--- config.mk ---
export PLATFORM = sky130hd
export DESIGN_NAME = mem_bus_adapter
export DESIGN_NICKNAME = d
export VERILOG_FILES = /design/src/rtl/mem_bus_adapter.sv
export SDC_FILE = /design/constraint.sdc
export NUM_CORES = 1
export LEC_CHECK = 0
export CAP_MARGIN = 0
export CORE_UTILIZATION = 45
export DETAILED_ROUTE_END_ITERATION = 8
export PLACE_DENSITY_LB_ADDON = 0.08
export REMOVE_ABC_BUFFERS = 1
export SLEW_MARGIN = 20
export SYNTH_ARGS = -nofsm -noshare
export SYNTH_HDL_FRONTEND = slang
export SYNTH_SLANG_ARGS = --single-unit
--- constraint.sdc ---
create_clock -name clk -period 3 [get_ports clk]
set_clock_uncertainty 0.1 [all_clocks]
set_input_delay 0.9 -clock clk [delete_from_list [all_inputs] [get_ports clk]]
set_output_delay 0.9 -clock clk [all_outputs]
set_load 0.005 [all_outputs]
--- src/rtl/mem_bus_adapter.sv ---
// rtl/mem_bus_adapter.sv - MEM-stage to request/ack data bus adapter
// One bus transaction per aligned access; stalls the pipeline until ack or timeout.
module mem_bus_adapter #(
  parameter int          TIMEOUT  = 16,
  parameter logic [31:0] ERR_DATA = 32'hDEAD_BEEF
) (
  input  logic        clk,
  input  logic        rst_n,
  input  logic        mem_ren,
  input  logic        mem_wen,
  input  logic [31:0] mem_addr,
  input  logic [31:0] mem_dout,
  output logic [31:0] mem_din,
  output logic        mem_stall,
  output logic        bus_req,
  output logic        bus_we,
  output logic [31:0] bus_addr,
  output logic [31:0] bus_wdata,
  input  logic        bus_ack,
  input  logic [31:0] bus_rdata,
  output logic        addr_err,
  output logic        tmo_err,
  output logic [31:0] stall_cnt
);

  localparam logic [1:0] S_IDLE = 2'd0;
  localparam logic [1:0] S_WAIT = 2'd1;
  localparam logic [1:0] S_DONE = 2'd2;
  localparam logic [7:0] TMO_LAST = 8'(TIMEOUT - 1);

  logic [1:0]  state_q, state_d;
  logic        bus_req_q, bus_req_d;
  logic        bus_we_q, bus_we_d;
  logic [31:0] bus_addr_q, bus_addr_d;
  logic [31:0] bus_wdata_q, bus_wdata_d;
  logic [31:0] data_q, data_d;
  logic [7:0]  tmo_cnt_q, tmo_cnt_d;
  logic        addr_err_q, addr_err_d;
  logic        tmo_err_q, tmo_err_d;
  logic [31:0] stall_cnt_q, stall_cnt_d;

  logic active;
  logic aligned;
  logic stall;

  assign active  = mem_ren | mem_wen;
  assign aligned = (mem_addr[1:0] == 2'b00);

  // The IDLE-cycle stall is combinational so the pipeline freezes on the same edge the access is accepted.
  assign stall = ((state_q == S_IDLE) && active && aligned) || (state_q == S_WAIT);

  always_comb begin
    state_d     = state_q;
    bus_req_d   = bus_req_q;
    bus_we_d    = bus_we_q;
    bus_addr_d  = bus_addr_q;
    bus_wdata_d = bus_wdata_q;
    data_d      = data_q;
    tmo_cnt_d   = tmo_cnt_q;
    addr_err_d  = addr_err_q;
    tmo_err_d   = tmo_err_q;
    case (state_q)
      S_IDLE: begin
        if (active) begin
          if (aligned) begin
            bus_addr_d  = {mem_addr[31:2], 2'b00};
            bus_wdata_d = mem_dout;
            bus_we_d    = mem_wen;
            bus_req_d   = 1'b1;
            tmo_cnt_d   = 8'd0;
            state_d     = S_WAIT;
          end else begin
            addr_err_d = 1'b1;
          end
        end
      end
      S_WAIT: begin
        // An ack on the final timeout cycle still completes normally.
        if (bus_ack) begin
          data_d    = bus_we_q ? 32'd0 : bus_rdata;
          bus_req_d = 1'b0;
          state_d   = S_DONE;
        end else if (tmo_cnt_q == TMO_LAST) begin
          data_d    = bus_we_q ? 32'd0 : ERR_DATA;
          tmo_err_d = 1'b1;
          bus_req_d = 1'b0;
          state_d   = S_DONE;
        end else begin
          tmo_cnt_d = tmo_cnt_q + 8'd1;
        end
      end
      S_DONE: begin
        state_d = S_IDLE;
      end
      default: begin
        state_d   = S_IDLE;
        bus_req_d = 1'b0;
      end
    endcase
  end

  always_comb begin
    stall_cnt_d = stall_cnt_q;
    if (stall && (stall_cnt_q != 32'hFFFF_FFFF)) begin
      stall_cnt_d = stall_cnt_q + 32'd1;
    end
  end

  always_ff @(posedge clk or negedge rst_n) begin
    if (!rst_n) begin
      state_q     <= S_IDLE;
      bus_req_q   <= 1'b0;
      bus_we_q    <= 1'b0;
      bus_addr_q  <= 32'd0;
      bus_wdata_q <= 32'd0;
      data_q      <= 32'd0;
      tmo_cnt_q   <= 8'd0;
      addr_err_q  <= 1'b0;
      tmo_err_q   <= 1'b0;
      stall_cnt_q <= 32'd0;
    end else begin
      state_q     <= state_d;
      bus_req_q   <= bus_req_d;
      bus_we_q    <= bus_we_d;
      bus_addr_q  <= bus_addr_d;
      bus_wdata_q <= bus_wdata_d;
      data_q      <= data_d;
      tmo_cnt_q   <= tmo_cnt_d;
      addr_err_q  <= addr_err_d;
      tmo_err_q   <= tmo_err_d;
      stall_cnt_q <= stall_cnt_d;
    end
  end

  assign mem_din   = (state_q == S_DONE) ? data_q : 32'd0;
  assign mem_stall = stall;
  assign bus_req   = bus_req_q;
  assign bus_we    = bus_we_q;
  assign bus_addr  = bus_addr_q;
  assign bus_wdata = bus_wdata_q;
  assign addr_err  = addr_err_q;
  assign tmo_err   = tmo_err_q;
  assign stall_cnt = stall_cnt_q;

endmodule

After elaboration in Yosys (flattened, before gate mapping) --
Index checks and enable logic that the tools add are counted.
Word-level totals: word-level logic and storage cells 60, bits of input ports 101, bits in registers 140, output and inout bits 133
Operators by class: add/subtract/negate cells 2, eq/ne operators 9, bitwise operators 4, reduce and logical (&&, ||, !) cells 15, muxes and demuxes 20
Operators by type and width (count):
- 2-to-1 mux 32 bit | 5
- adder 32 x 1 -> 32 bit (second input constant) | 1
- 2-to-1 mux 8 bit | 4
- inequality test 32 bit (second input constant) | 1
- case mux 8 bit (2 select lines) | 1
- AND reduction 3 bit | 4
- adder 8 x 1 -> 8 bit (second input constant) | 1
- equality test 8 x 4 -> 1 bit (second input constant) | 1
- 2-to-1 mux 2 bit | 4
- inequality test 2 bit (second input constant) | 4
- AND reduction 5 bit | 1
- logical NOT 2 bit | 2
- 2-to-1 mux 1 bit | 4
- case mux 2 bit (2 select lines) | 1
- AND reduction 4 bit | 1
- nonzero test 2 bit | 2
- logical AND 1 bit | 3
- inequality test 3 x 2 -> 1 bit (second input constant) | 1
- NOT 1 bit | 3
- case mux 1 bit (3 select lines) | 1
- equality test 2 x 1 -> 1 bit (second input constant) | 1
- equality test 2 bit (second input constant) | 1
- AND reduction 2 bit | 1
- logical OR 1 bit | 1
- bitwise OR 1 bit | 1

Depth between registers and ports, before layout --
depth in word-level cells 5, depth in mapped cells 9, gate-level depth less buffers 6

Worst setup path before layout --
No wires, ideal clock.
path type input -> output, start input port mem_wen, end output port mem_stall, slack 0.296 ns, required time 2.000 ns, stages on the path 4, arrival 1.704 ns, path buffers 1, path through or2_1 > a21oi_2 > nor2_1 > buf_2
On the way: longest elaborated chain between the ends 4
RTL lines:
- from (decl) | line 10 | input logic mem_wen,
- bitwise OR 1 bit | line 46 | assign active = mem_ren | mem_wen;
- logical AND 1 bit (2 in series) | line 50 | assign stall = ((state_q == S_IDLE) && active && aligned) || (state_q == S_WAIT);
- logical OR 1 bit | line 50
- to (decl) | line 14 | output logic mem_stall,
No other way between the ends.

Final worst setup path --
start input port mem_addr[0], end output port mem_stall
On the way: longest elaborated chain between the ends 3
RTL lines:
- from (decl) | line 11 | input logic [31:0] mem_addr,
- logical NOT 2 bit | line 47 | assign aligned = (mem_addr[1:0] == 2'b00);
- logical AND 1 bit | line 50
- logical OR 1 bit | line 50
No other way between the ends.

==> impl_metrics.csv <==
group,metric,value,unit
floorplanning,die_w,121,um
synthesis,synth_xor_area_frac,0.0388,
clocking,cts_buffers,17,
run_status,status,"completed",
floorplanning,core_area,0.0135,mm2
setup_path,reg2regPathDepth,6,
floorplanning,die_h,121,um
sta,setup_viol,0,
global_route,grt_first_pass_wirelength,24700,um
synthesis,ys_ff_latch,140,
power_and_ir_drop,ir_drop,0.000395,V
sta,rsz0062_at_grt,"true",
setup_path,crit_path_end_kind,"output port",
clocking,path_clk_slew,60,ps
setup_path,worstPathArrival,1960,ps
synthesis,synthFlopType,"dfrtp_1",
floorplanning,start_util,0.470,
floorplanning,rows,42,
synthesis,synth.mux.area_fraction,0.118,
routing,viasPerCell,5.16,
sta,tightest_slew,542,ps
synthesis,avgSynthCellArea,12.1,um2
global_route,grt_usage,0.219,
setup_path,r2r-end,"stall_cnt[22]",
routing,wl_per_cell,16.4,um
synthesis,seq_area_frac_synth,0.554,
power_and_ir_drop,power_density,679,mW/mm2
worst_hold_path,hold_class,"input port to asynchronous set/reset pin",
clocking,clock_path_buffers,2,
global_route,antenna_found_initial,0,
placement,place_ws,-341,ps
synthesis,synthAdderAreaFrac,0.00396,
routing,ant_nets,0,
routing,vias,4923,
sta,slew_headroom,0.637,
floorplanning,die-area,0.0145,mm2
sta,fin_crit_sh,0.985,
clocking,cts_tree,"built",
clocking,clk_latency,420,ps
global_route,grt.overflow.total,0,
global_route,grt_pass1_vias,4937,
synthesis,synthDistinctLibCells,56,
setup_path,cp_max_fo,2,
sta,setup_slack,44.6,ps
final_layout,fin_util,0.716,
synthesis,yosys.area_share.simple,0.187,
sta,slew_viol_final,0,
synthesis,synth_top_area_frac,0.554,
synthesis,yosysWarnings,0,
clocking,cts-root-buf,"clkbuf_16",
routing,drc,0,
synthesis,synth_top_family_by_area,"simple AND/OR/NAND/NOR gates",
final_layout,drive_gt1_frac,0.167,
final_layout,fin_cells,954,
routing,first_pass_iters,4,
sta,whs,312,ps
routing,wl,15700,um
placement,portBuffers,231,
job,max-cap-violations,0,
placement,dp_cells,921,
placement,placed_area,0.00894,mm2
synthesis,synth_area_leader_cell,"dfrtp_1",
sta,period_needed,2960,ps
global_route,grt_max_degree,51,
final_layout,diodes,0,
synthesis,synth_compound_area_frac,0.0695,
final_layout,finish.instance_area,0.00963,mm2
setup_path,worstPathRequired,2000,ps
synthesis,syn_area,0.00632,mm2
power_and_ir_drop,p_leak,4.09,nW
final_layout,nets,869,
setup_path,cp-start-kind,"input port",
synthesis,ys_async_sr_fraction,1.00,
sta,fmax,338,MHz
setup_path,r2r_start,"stall_cnt[0]",
synthesis,synth-edff-count,0,
clocking,cts.sinks,140,
setup_path,path_class,"input port to output port",
sta,hold_viol,0,
floorplanning,io_pins,234,
routing,first_iter_violations,190,
placement,gp_congestion,0.827,
placement,place_hpwl,11000,um
synthesis,synth_area_leaders,"dfrtp_1, mux2_2, mux2_1",
synthesis,syn_inst,521,
clocking,htreeDepth,4,
final_layout,syn_to_final_growth,52.3,%
setup_path,r2r_slack,860,ps
sequential cells by signal, indices dropped and copies added (netlist names):
name / flops
bus_wdata: 32
data_q: 32
stall_cnt: 32
bus_addr: 30
tmo_cnt_q: 8
state_q: 2
addr_err: 1
bus_req: 1
bus_we: 1
tmo_err: 1
metrics by stage:
stage / setup TNS (ps) / power, mW
floorplan: -47980 / 3.20
global placement: -344 / 4.15
detailed placement: -341 / 4.22
CTS: 0 / 6.60
global route: -15.5 / 6.87
finish: 0 / 6.54
power breakdown:
group          switching (mW)  internal [mW]  total [mW]  leakage, nW
Combinational           0.548           1.01        1.56         2.01
Sequential              0.263           2.36        2.62         1.75
Clock                   0.786           1.57        2.35        0.325
Total                    1.60           4.94        6.54         4.09
cell families after synthesis:
group	Yosys count
AND/OR/NAND/NOR	194
AO/OA/AOI/OAI	58
XOR/XNOR	28
multiplexers	66
other	1
buffers and inverters	32
flip-flops	140
adder cells (fa/ha/maj)	2
Yosys cell counts, types with 2 or more instances:
cell type and number:
buf_6 2, o31ai_1 20, and2_1 36, ha_1 2, nor4_2 2, and3_2 2, nor2b_1 26, nor4_4 2
o21ai_0 12, and3_1 11, nand4_2 3, o31ai_2 5, a22o_1 9, nand2_1 43, nand4b_1 2, xnor2_1 27
inv_1 3, clkbuf_1 9, and4_1 4, nor2_1 12, buf_2 8, nand3_1 22, buf_4 9, nand4_1 13
dfrtp_1 140, a21oi_1 2, mux2_1 21, mux2_2 43, nor3b_2 2, a31oi_1 2, a21o_1 2
what timing repair did:
item | CTS | global route
gates resized for setup | 5 | 7
pin swaps | 3 | 0
setup buffers | 1 | 0
hold buffers | 0 | 0
cloned | 0 | 1
setup endpoints to repair | 3 | 21
worst max-delay path by stage:
stage,startpoint,slack [ps],end,cells past startpoint
final,mem_addr[0],40,mem_stall,5
after global routing,mem_addr[1],-20,mem_stall,5
after CTS,mem_addr[1],4,mem_stall,5
after detailed placement,mem_ren,-340,mem_stall,5
after global placement,mem_wen,-340,mem_stall,5
after floorplan,tmo_cnt_q[0],-680,data_q[14],5
cells in the final DEF, fill, tap and decap left out, types with 3 or more instances in the layout:
| master | n |
|---|---|
| and4_1 | 4 |
| mux2_2 | 43 |
| o31ai_2 | 5 |
| nand4_2 | 3 |
| and3_1 | 11 |
| nand4_1 | 13 |
| mux2_1 | 21 |
| dfrtp_1 | 139 |
| clkinv_2 | 5 |
| clkdlybuf4s50_1 | 227 |
| bufinv_16 | 6 |
| nand2_1 | 43 |
| nand3_1 | 22 |
| dlygate4sd2_1 | 3 |
| nor2_2 | 3 |
| nor2b_1 | 25 |
| a22o_1 | 9 |
| xnor2_1 | 27 |
| clkbuf_16 | 17 |
| buf_12 | 6 |
| o21ai_0 | 12 |
| inv_1 | 3 |
| and2_1 | 35 |
| o31ai_1 | 20 |
| buf_4 | 16 |
| nor2_1 | 10 |
final cells by class:
cell class | instances | area [um2]
clock buffer | 18 | 439
sequential | 140 | 3500
fill | 1015 | 3820
inverter | 3 | 11.3
timing repair buffer | 254 | 2560
tap | 176 | 220
multi-input combinational | 350 | 2670
clock inverter | 13 | 221
layer usage:
layer	wire length, um	vias to the layer above	track usage
met5	0	-	0
met4	277	0	0.0795
met3	940	22	0.0580
met2	7890	159	0.368
met1	6570	2411	0.273
li1	-	2331	-
critical path: stages:
cell and delay (ps):
clkdlybuf4s50_1 500, nor2_2 60, a21oi_2 170, nor2_2 70, dlygate4sd2_1 260
No activity file was read; power rests on OpenSTA's default activity.
